### config.mk
export PLATFORM = sky130hd
export DESIGN_NAME = modmul_host
export DESIGN_NICKNAME = d
export VERILOG_FILES = /design/src/rtl/modmul_pkg.sv /design/src/rtl/modmul_op_fifo.sv /design/src/rtl/modmul_host.sv
export SDC_FILE = /design/constraint.sdc
export NUM_CORES = 2
export LEC_CHECK = 0
export ABC_AREA = 1
export CORE_AREA = 5 5 617 619
export DETAILED_ROUTE_END_ITERATION = 7
export DIE_AREA = 0 0 622 624
export GPL_ROUTABILITY_DRIVEN = 0
export GPL_TIMING_DRIVEN = 0
export PLACE_DENSITY_LB_ADDON = 0.2
export RECOVER_POWER = 100
export SYNTH_ARGS = -nofsm -noshare
export SYNTH_HDL_FRONTEND = slang
export SYNTH_SLANG_ARGS = --single-unit
### constraint.sdc
create_clock -name clk -period 22.9 [get_ports clk]
set_clock_uncertainty 0.15 [all_clocks]
set_input_delay 4.58 -clock clk [delete_from_list [all_inputs] [get_ports clk]]
set_output_delay 4.58 -clock clk [all_outputs]
set_load 0.05 [all_outputs]
### src/rtl/modmul_pkg.sv
`default_nettype none
// +----------------------------------------------------------------------+
// | modmul_pkg : shared defaults and FSM encoding for the modmul host     |
// | Revision   : 1.0                                                      |
// +----------------------------------------------------------------------+
package modmul_pkg;

    localparam int W_DEF          = 256;
    localparam int TAG_W_DEF      = 4;
    localparam int CLR_CYCLES_DEF = 2;

    localparam int         ST_W     = 3;
    localparam logic [2:0] ST_INIT  = 3'd0;
    localparam logic [2:0] ST_IDLE  = 3'd1;
    localparam logic [2:0] ST_START = 3'd2;
    localparam logic [2:0] ST_WAIT  = 3'd3;
    localparam logic [2:0] ST_CLEAR = 3'd4;

endpackage
`default_nettype wire

### src/rtl/modmul_op_fifo.sv
`default_nettype none
// +----------------------------------------------------------------------+
// | modmul_op_fifo : operand FIFO, pointer+count, registered full/empty   |
// | Revision       : 1.0                                                  |
// +----------------------------------------------------------------------+
module modmul_op_fifo
    import modmul_pkg::*;
#(
    parameter int DW    = 8,
    parameter int DEPTH = 4
) (
    input  logic          clk,
    input  logic          rst_n,
    input  logic          i_push,
    input  logic [DW-1:0] i_data,
    input  logic          i_pop,
    output logic [DW-1:0] o_data,
    output logic          o_full,
    output logic          o_empty
);

    localparam int             AW        = $clog2(DEPTH);
    localparam logic [AW:0]    c_CNT_ONE = 1;
    localparam logic [AW:0]    c_CNT_MAX = DEPTH;
    localparam logic [AW-1:0]  c_PTR_ONE = 1;

    logic [DW-1:0] r_mem [DEPTH];
    logic [AW-1:0] r_wr_ptr;
    logic [AW-1:0] r_rd_ptr;
    logic [AW:0]   r_count;
    logic [AW:0]   w_count_nxt;
    logic          r_full;
    logic          r_empty;
    logic          w_wr;
    logic          w_rd;

    // Flags are registered, so a pop while full frees a slot only next cycle.
    assign w_wr = i_push & ~r_full;
    assign w_rd = i_pop & ~r_empty;

    always_comb begin
        w_count_nxt = r_count;
        if (w_wr && !w_rd) begin
            w_count_nxt = r_count + c_CNT_ONE;
        end else if (w_rd && !w_wr) begin
            w_count_nxt = r_count - c_CNT_ONE;
        end
    end

    always_ff @(posedge clk) begin
        if (w_wr) begin
            r_mem[r_wr_ptr] <= i_data;
        end
    end

    always_ff @(posedge clk or negedge rst_n) begin
        if (!rst_n) begin
            r_wr_ptr <= '0;
            r_rd_ptr <= '0;
            r_count  <= '0;
            r_full   <= 1'b0;
            r_empty  <= 1'b1;
        end else begin
            if (w_wr) r_wr_ptr <= r_wr_ptr + c_PTR_ONE;
            if (w_rd) r_rd_ptr <= r_rd_ptr + c_PTR_ONE;
            r_count <= w_count_nxt;
            r_full  <= (w_count_nxt == c_CNT_MAX);
            r_empty <= (w_count_nxt == '0);
        end
    end

    assign o_data  = r_mem[r_rd_ptr];
    assign o_full  = r_full;
    assign o_empty = r_empty;

endmodule
`default_nettype wire

### src/rtl/modmul_host.sv
`default_nettype none
// +----------------------------------------------------------------------+
// | modmul_host : job-issuing initiator for the modular multiplier        |
// | Revision    : 1.0                                                     |
// +----------------------------------------------------------------------+
module modmul_host
    import modmul_pkg::*;
#(
    parameter int W          = W_DEF,
    parameter int TAG_W      = TAG_W_DEF,
    parameter int DEPTH      = 4,
    parameter int TIMEOUT    = 1024,
    parameter int CLR_CYCLES = CLR_CYCLES_DEF
) (
    input  logic             clk,
    input  logic             rst_n,
    input  logic             i_in_valid,
    output logic             o_in_ready,
    input  logic [W-1:0]     i_in_x,
    input  logic [W-1:0]     i_in_y,
    input  logic [TAG_W-1:0] i_in_tag,
    output logic             o_mm_start,
    output logic             o_mm_rst,
    output logic [W-1:0]     o_mm_x,
    output logic [W-1:0]     o_mm_y,
    input  logic [W-1:0]     i_mm_q,
    input  logic             i_mm_done,
    output logic             o_out_valid,
    input  logic             i_out_ready,
    output logic [W-1:0]     o_out_q,
    output logic [TAG_W-1:0] o_out_tag,
    output logic             o_out_err,
    output logic             o_busy,
    output logic [15:0]      o_job_count
);

    localparam int DW    = 2 * W + TAG_W;
    localparam int CLR_W = $clog2(CLR_CYCLES) + 1;
    localparam int WD_W  = $clog2(TIMEOUT) + 1;
    localparam logic [CLR_W-1:0] c_CLR_LAST = CLR_W'(CLR_CYCLES - 1);
    localparam logic [CLR_W-1:0] c_CLR_ONE  = 1;
    localparam logic [WD_W-1:0]  c_WD_LAST  = WD_W'(TIMEOUT - 1);
    localparam logic [WD_W-1:0]  c_WD_ONE   = 1;

    logic [ST_W-1:0]  r_state;
    logic [CLR_W-1:0] r_clr_cnt;
    logic [WD_W-1:0]  r_wd;
    logic [W-1:0]     r_mm_x;
    logic [W-1:0]     r_mm_y;
    logic [TAG_W-1:0] r_tag;
    logic             r_out_valid;
    logic [W-1:0]     r_out_q;
    logic [TAG_W-1:0] r_out_tag;
    logic             r_out_err;
    logic [15:0]      r_job_count;

    logic [DW-1:0]    w_fifo_rd;
    logic             w_fifo_full;
    logic             w_fifo_empty;
    logic             w_push;
    logic             w_issue;
    logic             w_done_hit;
    logic             w_timeout_hit;
    logic             w_job_end;

    // Issue is held off while a result is unaccepted or done is still sticky.
    assign w_push        = i_in_valid & ~w_fifo_full;
    assign w_issue       = (r_state == ST_IDLE) & ~w_fifo_empty & ~r_out_valid & ~i_mm_done;
    assign w_done_hit    = (r_state == ST_WAIT) & i_mm_done;
    assign w_timeout_hit = (r_state == ST_WAIT) & ~i_mm_done & (r_wd == c_WD_LAST);
    assign w_job_end     = w_done_hit | w_timeout_hit;

    modmul_op_fifo #(
        .DW    (DW),
        .DEPTH (DEPTH)
    ) u_fifo (
        .clk     (clk),
        .rst_n   (rst_n),
        .i_push  (w_push),
        .i_data  ({i_in_x, i_in_y, i_in_tag}),
        .i_pop   (w_issue),
        .o_data  (w_fifo_rd),
        .o_full  (w_fifo_full),
        .o_empty (w_fifo_empty)
    );

    always_ff @(posedge clk or negedge rst_n) begin
        if (!rst_n) begin
            r_state   <= ST_INIT;
            r_clr_cnt <= '0;
            r_wd      <= '0;
            r_mm_x    <= '0;
            r_mm_y    <= '0;
            r_tag     <= '0;
        end else begin
            case (r_state)
                ST_INIT, ST_CLEAR: begin
                    if (r_clr_cnt == c_CLR_LAST) begin
                        r_clr_cnt <= '0;
                        r_state   <= ST_IDLE;
                    end else begin
                        r_clr_cnt <= r_clr_cnt + c_CLR_ONE;
                    end
                end
                ST_IDLE: begin
                    if (w_issue) begin
                        r_mm_x  <= w_fifo_rd[DW-1 -: W];
                        r_mm_y  <= w_fifo_rd[TAG_W +: W];
                        r_tag   <= w_fifo_rd[TAG_W-1:0];
                        r_state <= ST_START;
                    end
                end
                ST_START: begin
                    r_wd    <= '0;
                    r_state <= ST_WAIT;
                end
                ST_WAIT: begin
                    if (w_job_end) begin
                        r_state <= ST_CLEAR;
                    end else begin
                        r_wd <= r_wd + c_WD_ONE;
                    end
                end
                default: r_state <= ST_INIT;
            endcase
        end
    end

    always_ff @(posedge clk or negedge rst_n) begin
        if (!rst_n) begin
            r_out_valid <= 1'b0;
            r_out_q     <= '0;
            r_out_tag   <= '0;
            r_out_err   <= 1'b0;
        end else if (w_job_end) begin
            r_out_valid <= 1'b1;
            r_out_q     <= w_done_hit ? i_mm_q : '0;
            r_out_tag   <= r_tag;
            r_out_err   <= ~w_done_hit;
        end else if (r_out_valid && i_out_ready) begin
            r_out_valid <= 1'b0;
        end
    end

    always_ff @(posedge clk or negedge rst_n) begin
        if (!rst_n) begin
            r_job_count <= '0;
        end else begin
            r_job_count <= r_job_count + {15'd0, w_job_end};
        end
    end

    assign o_in_ready  = ~w_fifo_full;
    assign o_mm_start  = (r_state == ST_START);
    assign o_mm_rst    = (r_state == ST_INIT) | (r_state == ST_CLEAR);
    assign o_mm_x      = r_mm_x;
    assign o_mm_y      = r_mm_y;
    assign o_out_valid = r_out_valid;
    assign o_out_q     = r_out_q;
    assign o_out_tag   = r_out_tag;
    assign o_out_err   = r_out_err;
    assign o_busy      = (r_state != ST_IDLE);
    assign o_job_count = r_job_count;

endmodule
`default_nettype wire

# --- After elaboration in Yosys (flattened, before gate mapping) ---
# Memory sizes are Yosys's and may differ from the RTL's. A register that Yosys moved wholly into a read port is not among the register bits.
# Index checks and enable logic that the tools add are counted.
classes:
  addsub: 7
  mul: 0
  div_mod_pow: 0
  order_cmp: 0
  n_eq_ne: 12
  shift: 0
  mux: 14
  bitwise_logic: 16
  n_reduce_logical: 14
op_table:
  columns: ["operator", "n"]
  rows:
  - ["$mux W256", 1]
  - ["$pmux W11 S2", 1]
  - ["$add A16 B1 Y16", 1]
  - ["$mux W3", 5]
  - ["$pmux W3 S4", 1]
  - ["$add A11 B1 Y11 const B", 1]
  - ["$eq A11 B10 Y1 const B", 1]
  - ["$mux W11", 1]
  - ["$and A1 B1 Y1", 9]
  - ["$add A2 B1 Y2 const B", 3]
  - ["$eq A3 B2 Y1 const B", 2]
  - ["$eq A3 B3 Y1 const B", 2]
  - ["$logic_not A3 Y1", 2]
  - ["$ne A2 B2 Y1 const B", 3]
  - ["$not A1 Y1", 5]
  - ["$mux W1", 4]
  - ["$reduce_and A2 Y1", 2]
  - ["$reduce_bool A2 Y1", 2]
  - ["$add A3 B1 Y3 const B", 1]
  - ["$eq A3 B1 Y1 const B", 1]
  - ["$logic_and A1 B1 Y1", 3]
  - ["$logic_not A1 Y1", 3]
  - ["$ne A3 B1 Y1 const B", 1]
  - ["$reduce_and A3 Y1", 1]
  - ["other kinds (6)", 7]
word_totals:
  ff_bits: 303
  latchBits: 0
  ram_bits: 2064
  romBits: 0
  input_bits: 777
  memories: 1
mem_list:
  columns: ["name", "depth", "word_bits", "read_ports", "rd_ports_with_merged_regs", "write_ports", "line", "rtl"]
  rows:
  - ["u_fifo.r_mem", 4, 516, 1, 1, 1, "modmul_op_fifo.sv:27", "logic [DW-1:0] r_mem [DEPTH];"]

# --- Logic depth before layout (Yosys ltp) ---
depth:
  word_depth: 9
  depth_mapped: 11
  mapped_depth_nobuf: 11

# --- Modules after synthesis ---
# A second synthesis with hierarchy kept.
unflattened:
  cells_unflattened: 8564
  area_unflattened_um2: 107411.8
by_module_without_submodules:
  columns: ["mod", "n_inst", "cells_per_inst", "area_per_inst_um2", "seq_area_each_um2"]
  rows:
  - ["modmul_op_fifo", 1, 5072, 76593.5, 62205.9]
  - ["modmul_host", 1, 3492, 30818.3, 20269.4]

# --- Worst setup path before layout ---
# No wires, ideal clock.
synth_timing:
  kind: "input -> register"
  start: "input i_in_valid"
  end: "memory u_fifo.r_mem[0][0] (netlist bit) (enable)"
  t_arrival_ps: 26156
  path_slack_ps: -4816
  stages: 2
  cell_sequence: "nand2_1 nor2_1"
synth_between:
  elab_chain_cells: 4
synth_rtl:
  columns: ["item", "line", "rtl"]
  rows:
  - ["start, declared", "modmul_host.sv:17", "input logic i_in_valid,"]
  - ["$and A1 B1 Y1", "modmul_host.sv:67", "assign w_push = i_in_valid & ~w_fifo_full;"]
  - ["$and A1 B1 Y1", "modmul_op_fifo.sv:38", "assign w_wr = i_push & ~r_full;"]
  - ["$mux W1", "modmul_op_fifo.sv:51", "if (w_wr) begin"]
  - ["$mux W1 (implied by the code)", "modmul_op_fifo.sv:52", "r_mem[r_wr_ptr] <= i_data;"]
  - ["end, declared", "modmul_op_fifo.sv:27", null]
# No other way between the ends.

# --- Final worst setup path ---
layout_timing:
  start: "input i_in_valid"
  end: "memory u_fifo.r_mem[1][93] (netlist bit) (enable)"
# Same word-level chain as after synthesis.

==> results.yml <==
finish:
  drive_gt1_share_pct: 6.85
  final_cell_area_sq_um: 141000
  area_growth_pct: 31.6
  final_nets: 11322
clocking:
  cts_hold_buf: 0
  clk_pin_slew_ns: 0.05
  root_buffer: "clkbuf_16"
  postCtsResizedCells: 0
  clock_path_buffers: 4
  insertion_delay_ns: 0.92
  cts.sinks: 2883
  cts_setup_buffers: 0
  htree_levels: 5
  cts_buffers: 334
  cts_tree: "done"
worst_setup_path:
  startpoint_type: "input pin"
  arrival_ns: 14.82
  r2r_end: "u_fifo.r_mem[1][93]$_DFFE_PP_"
  cpMostUsedCell: "clkbuf_1"
  slowest_stage: "nor2_1"
  cp_slowest_stage_delay_ns: 1.70
  crit_family: "buffers and inverters"
  end_kind: "flop"
  cp_cell_sequence: "dlygate4sd3_1 > nand2_1 > nor2_1 > clkbuf_1 > clkbuf_1 > clkbuf_1 > clkbuf_1 > clkbuf_1 > clkbuf_1 > clkbuf_1"
  reg2reg_slack_ns: 12.38
  path_buf_inv: 8
  path_max_fanout: 24
  r2r_start: "u_fifo.r_wr_ptr[1]$_DFFE_PN0P_"
  cp_data_required_time_ns: 23.23
  worstSetupPathType: "input pin to flop"
  ff2ff_path_depth: 11
grt:
  globalRouteTotalUtil_pct: 23.3
  antenna_found_initial: 339
  grt_pass1_vias: 75513
  grt_overflow: 0
  grt_max_degree: 124
  grt_pass1_wl_um: 635000
yosys:
  synthCells: 8521
  seq_area_frac_synth_pct: 77.0
  ys_seq_elements: 2883
  synth_top_area_cell: "edfxtp_1"
  synthTopCellsByArea: "edfxtp_1 (58%), dfrtp_1 (19%), nor2_1 (9.1%)"
  synth.distinct_cells: 30
  synthTopCellsByCount: "nor2_1 (2596), edfxtp_1 (2064), o21ai_0 (999), nand2_1 (842), dfrtp_1 (818)"
  syn-num-nets: 9307
  synth_area_sq_um: 107000
  synth_flop_cell: "edfxtp_1"
  yosysWarningCount: 0
  yosys.area.top_type_share_pct: 57.9
  yosysMostFrequentCell: "nor2_1"
  avgSynthCellArea_sq_um: 12.6
  synth_edf_count: 2064
  async_reset_ff_share_pct: 28.4
detailed_routing:
  wl_per_cell_um: 29.4
  drt-total-wl_um: 469000
  drcViolationCount: 0
  dr.pass1.iters: 8
  vias: 76629
  drtAntennaViolNets: 0
  drt_iter0_markers: 6359
  vias_per_cell: 4.80
status:
  status: "finished with violations"
  violations: "max-capacitance violations, max-slew violations"
sta:
  slew_viol_final: 1862
  finalHoldViolations: 0
  max_freq_ghz: 0.0690
  finalSetupViolCount: 0
  period_needed_ns: 14.49
  hold_slack_ns: 0.315
  grt_setup_unrepaired: "false"
  max-slew-margin-rel_pct: -373
  tightest_slew_ns: 7.09
  period_share_pct: 63.3
die:
  row_count: 225
  initial_core_util_pct: 28.6
  fp.dieH_um: 624
  dieArea_sq_um: 388000
  fp.dieW_um: 622
  num_io_pins: 1571
  core_area_sq_um: 374000
worst_hold_path:
  min_path_type: "flop to flop"
  hp-start: "o_out_q[106]$_DFFE_PN0N_"
  min_to: "o_out_q[106]$_DFFE_PN0N_"
  hold_depth: 2
pwr:
  p_leak_nw: 51.1
  power.density_nw_per_um2: 159
  vdd_drop_max_v: 0.0000972
job:
  drv_cap: 80
place:
  io_buffers: 1570
  placed_area_sq_um: 131000
  dp_hpwl_um: 341000
## cell type report
class | count | area, sq um
sequential | 2883 | 82500
buffer | 517 | 2220
tap | 4994 | 6250
antenna | 140 | 350
inverter | 40 | 150
multi-input combinational | 5081 | 22000
timing repair buffer | 1679 | 16300
clock inverter | 168 | 1960
fill | 35987 | 233000
clock buffer | 453 | 9300
## registers in the layout, indices dropped and copies added, names as in the netlist, 2 cells and up
name             count
u_fifo.r_rd_ptr      2
r_clr_cnt            2
o_job_count         16
o_out_tag            4
u_fifo.r_count       3
o_mm_x             256
o_out_q            256
u_fifo.r_wr_ptr      2
r_tag                4
o_mm_y             256
r_wd                11
u_fifo.r_mem      2064
r_state              3
## per-layer routing
| metal | global-route usage, % | wire, um | vias up |
|---|---|---|---|
| met3 | 6.72 | 36100 | 1203 |
| met1 | 24.4 | 159000 | 38291 |
| met4 | 17.6 | 40700 | 128 |
| li1 | - | - | 33985 |
| met2 | 39.6 | 232000 | 3022 |
| met5 | 0 | 809 | - |
## cell families (layout without fill, tap and decap cells)
| family | Yosys count | count (layout) | share of synthesized area [%] |
|---|---|---|---|
| fa+ha+maj | 9 | 9 | 0.105 |
| compound gates | 1567 | 1567 | 7.93 |
| simple gates | 3478 | 3478 | 12.3 |
| other cells | 0 | 140 | 0 |
| flops | 2883 | 2883 | 77.0 |
| buf+inv | 557 | 2857 | 2.49 |
| xor+xnor | 27 | 27 | 0.221 |
## cell usage in the layout (no fill, tap or decap), types with 10 or more instances in the layout
master,n
a31oi_1,513
buf_1,15
buf_2,212
bufinv_16,27
clkbuf_1,463
clkbuf_16,337
clkbuf_8,43
clkdlybuf4s50_1,257
clkinv_1,39
clkinv_16,10
clkinv_2,58
clkinvlp_4,11
dfrtp_1,818
diode_2,140
dlygate4sd3_1,1311
edfxtp_1,2064
inv_1,36
inv_16,10
nand2_1,844
nand3_1,20
nor2_1,2597
o21ai_0,1001
o21ai_1,43
xor2_1,19
## metrics by stage
stage	power, mW	instances	util, %	setup slack, ns	setup TNS [ns]
final	22.4	15955	37.6	8.41	0
after global routing	23.4	15896	37.6	7.71	0
after CTS	23.1	15815	38.1	15.24	0
after detailed placement	17.6	15194	35.1	14.35	0
after global placement	18.8	15085	34.5	-30.35	-
after floorplan	13.8	8521	-	-4.82	-9941.13
## worst reg2reg max path: cells and delay by family, from the launching register on
kind                       cells  cell delay (ns)
DFF                            1             0.40
and+or+nand+nor                1             1.64
adders and majority gates      1             0.15
buffers and inverters          9             7.75
## where the power goes
part           internal [mW]  switching, mW
Combinational           2.17           6.99
Sequential              7.20          0.624
Clock                   3.19           2.26
## worst max path at each step
| stage | startpoint | end | slack, ns | cells after the start |
|---|---|---|---|---|
| floorplan | i_in_valid | u_fifo.r_mem[0][0]$_DFFE_PP_ | -4.82 | 2 |
| global placement | rst_n | o_mm_x[230]$_DFFE_PN0P_ | -30.35 | 1 |
| detailed placement | i_in_valid | u_fifo.r_mem[1][92]$_DFFE_PP_ | 14.35 | 10 |
| CTS | r_state[0]$_DFFE_PN0P_ | o_mm_start | 15.24 | 2 |
| global route | i_in_valid | u_fifo.r_mem[1][93]$_DFFE_PP_ | 7.71 | 10 |
| finish | i_in_valid | u_fifo.r_mem[1][93]$_DFFE_PP_ | 8.41 | 10 |
Note: power is estimated with default switching activity, not from simulation.
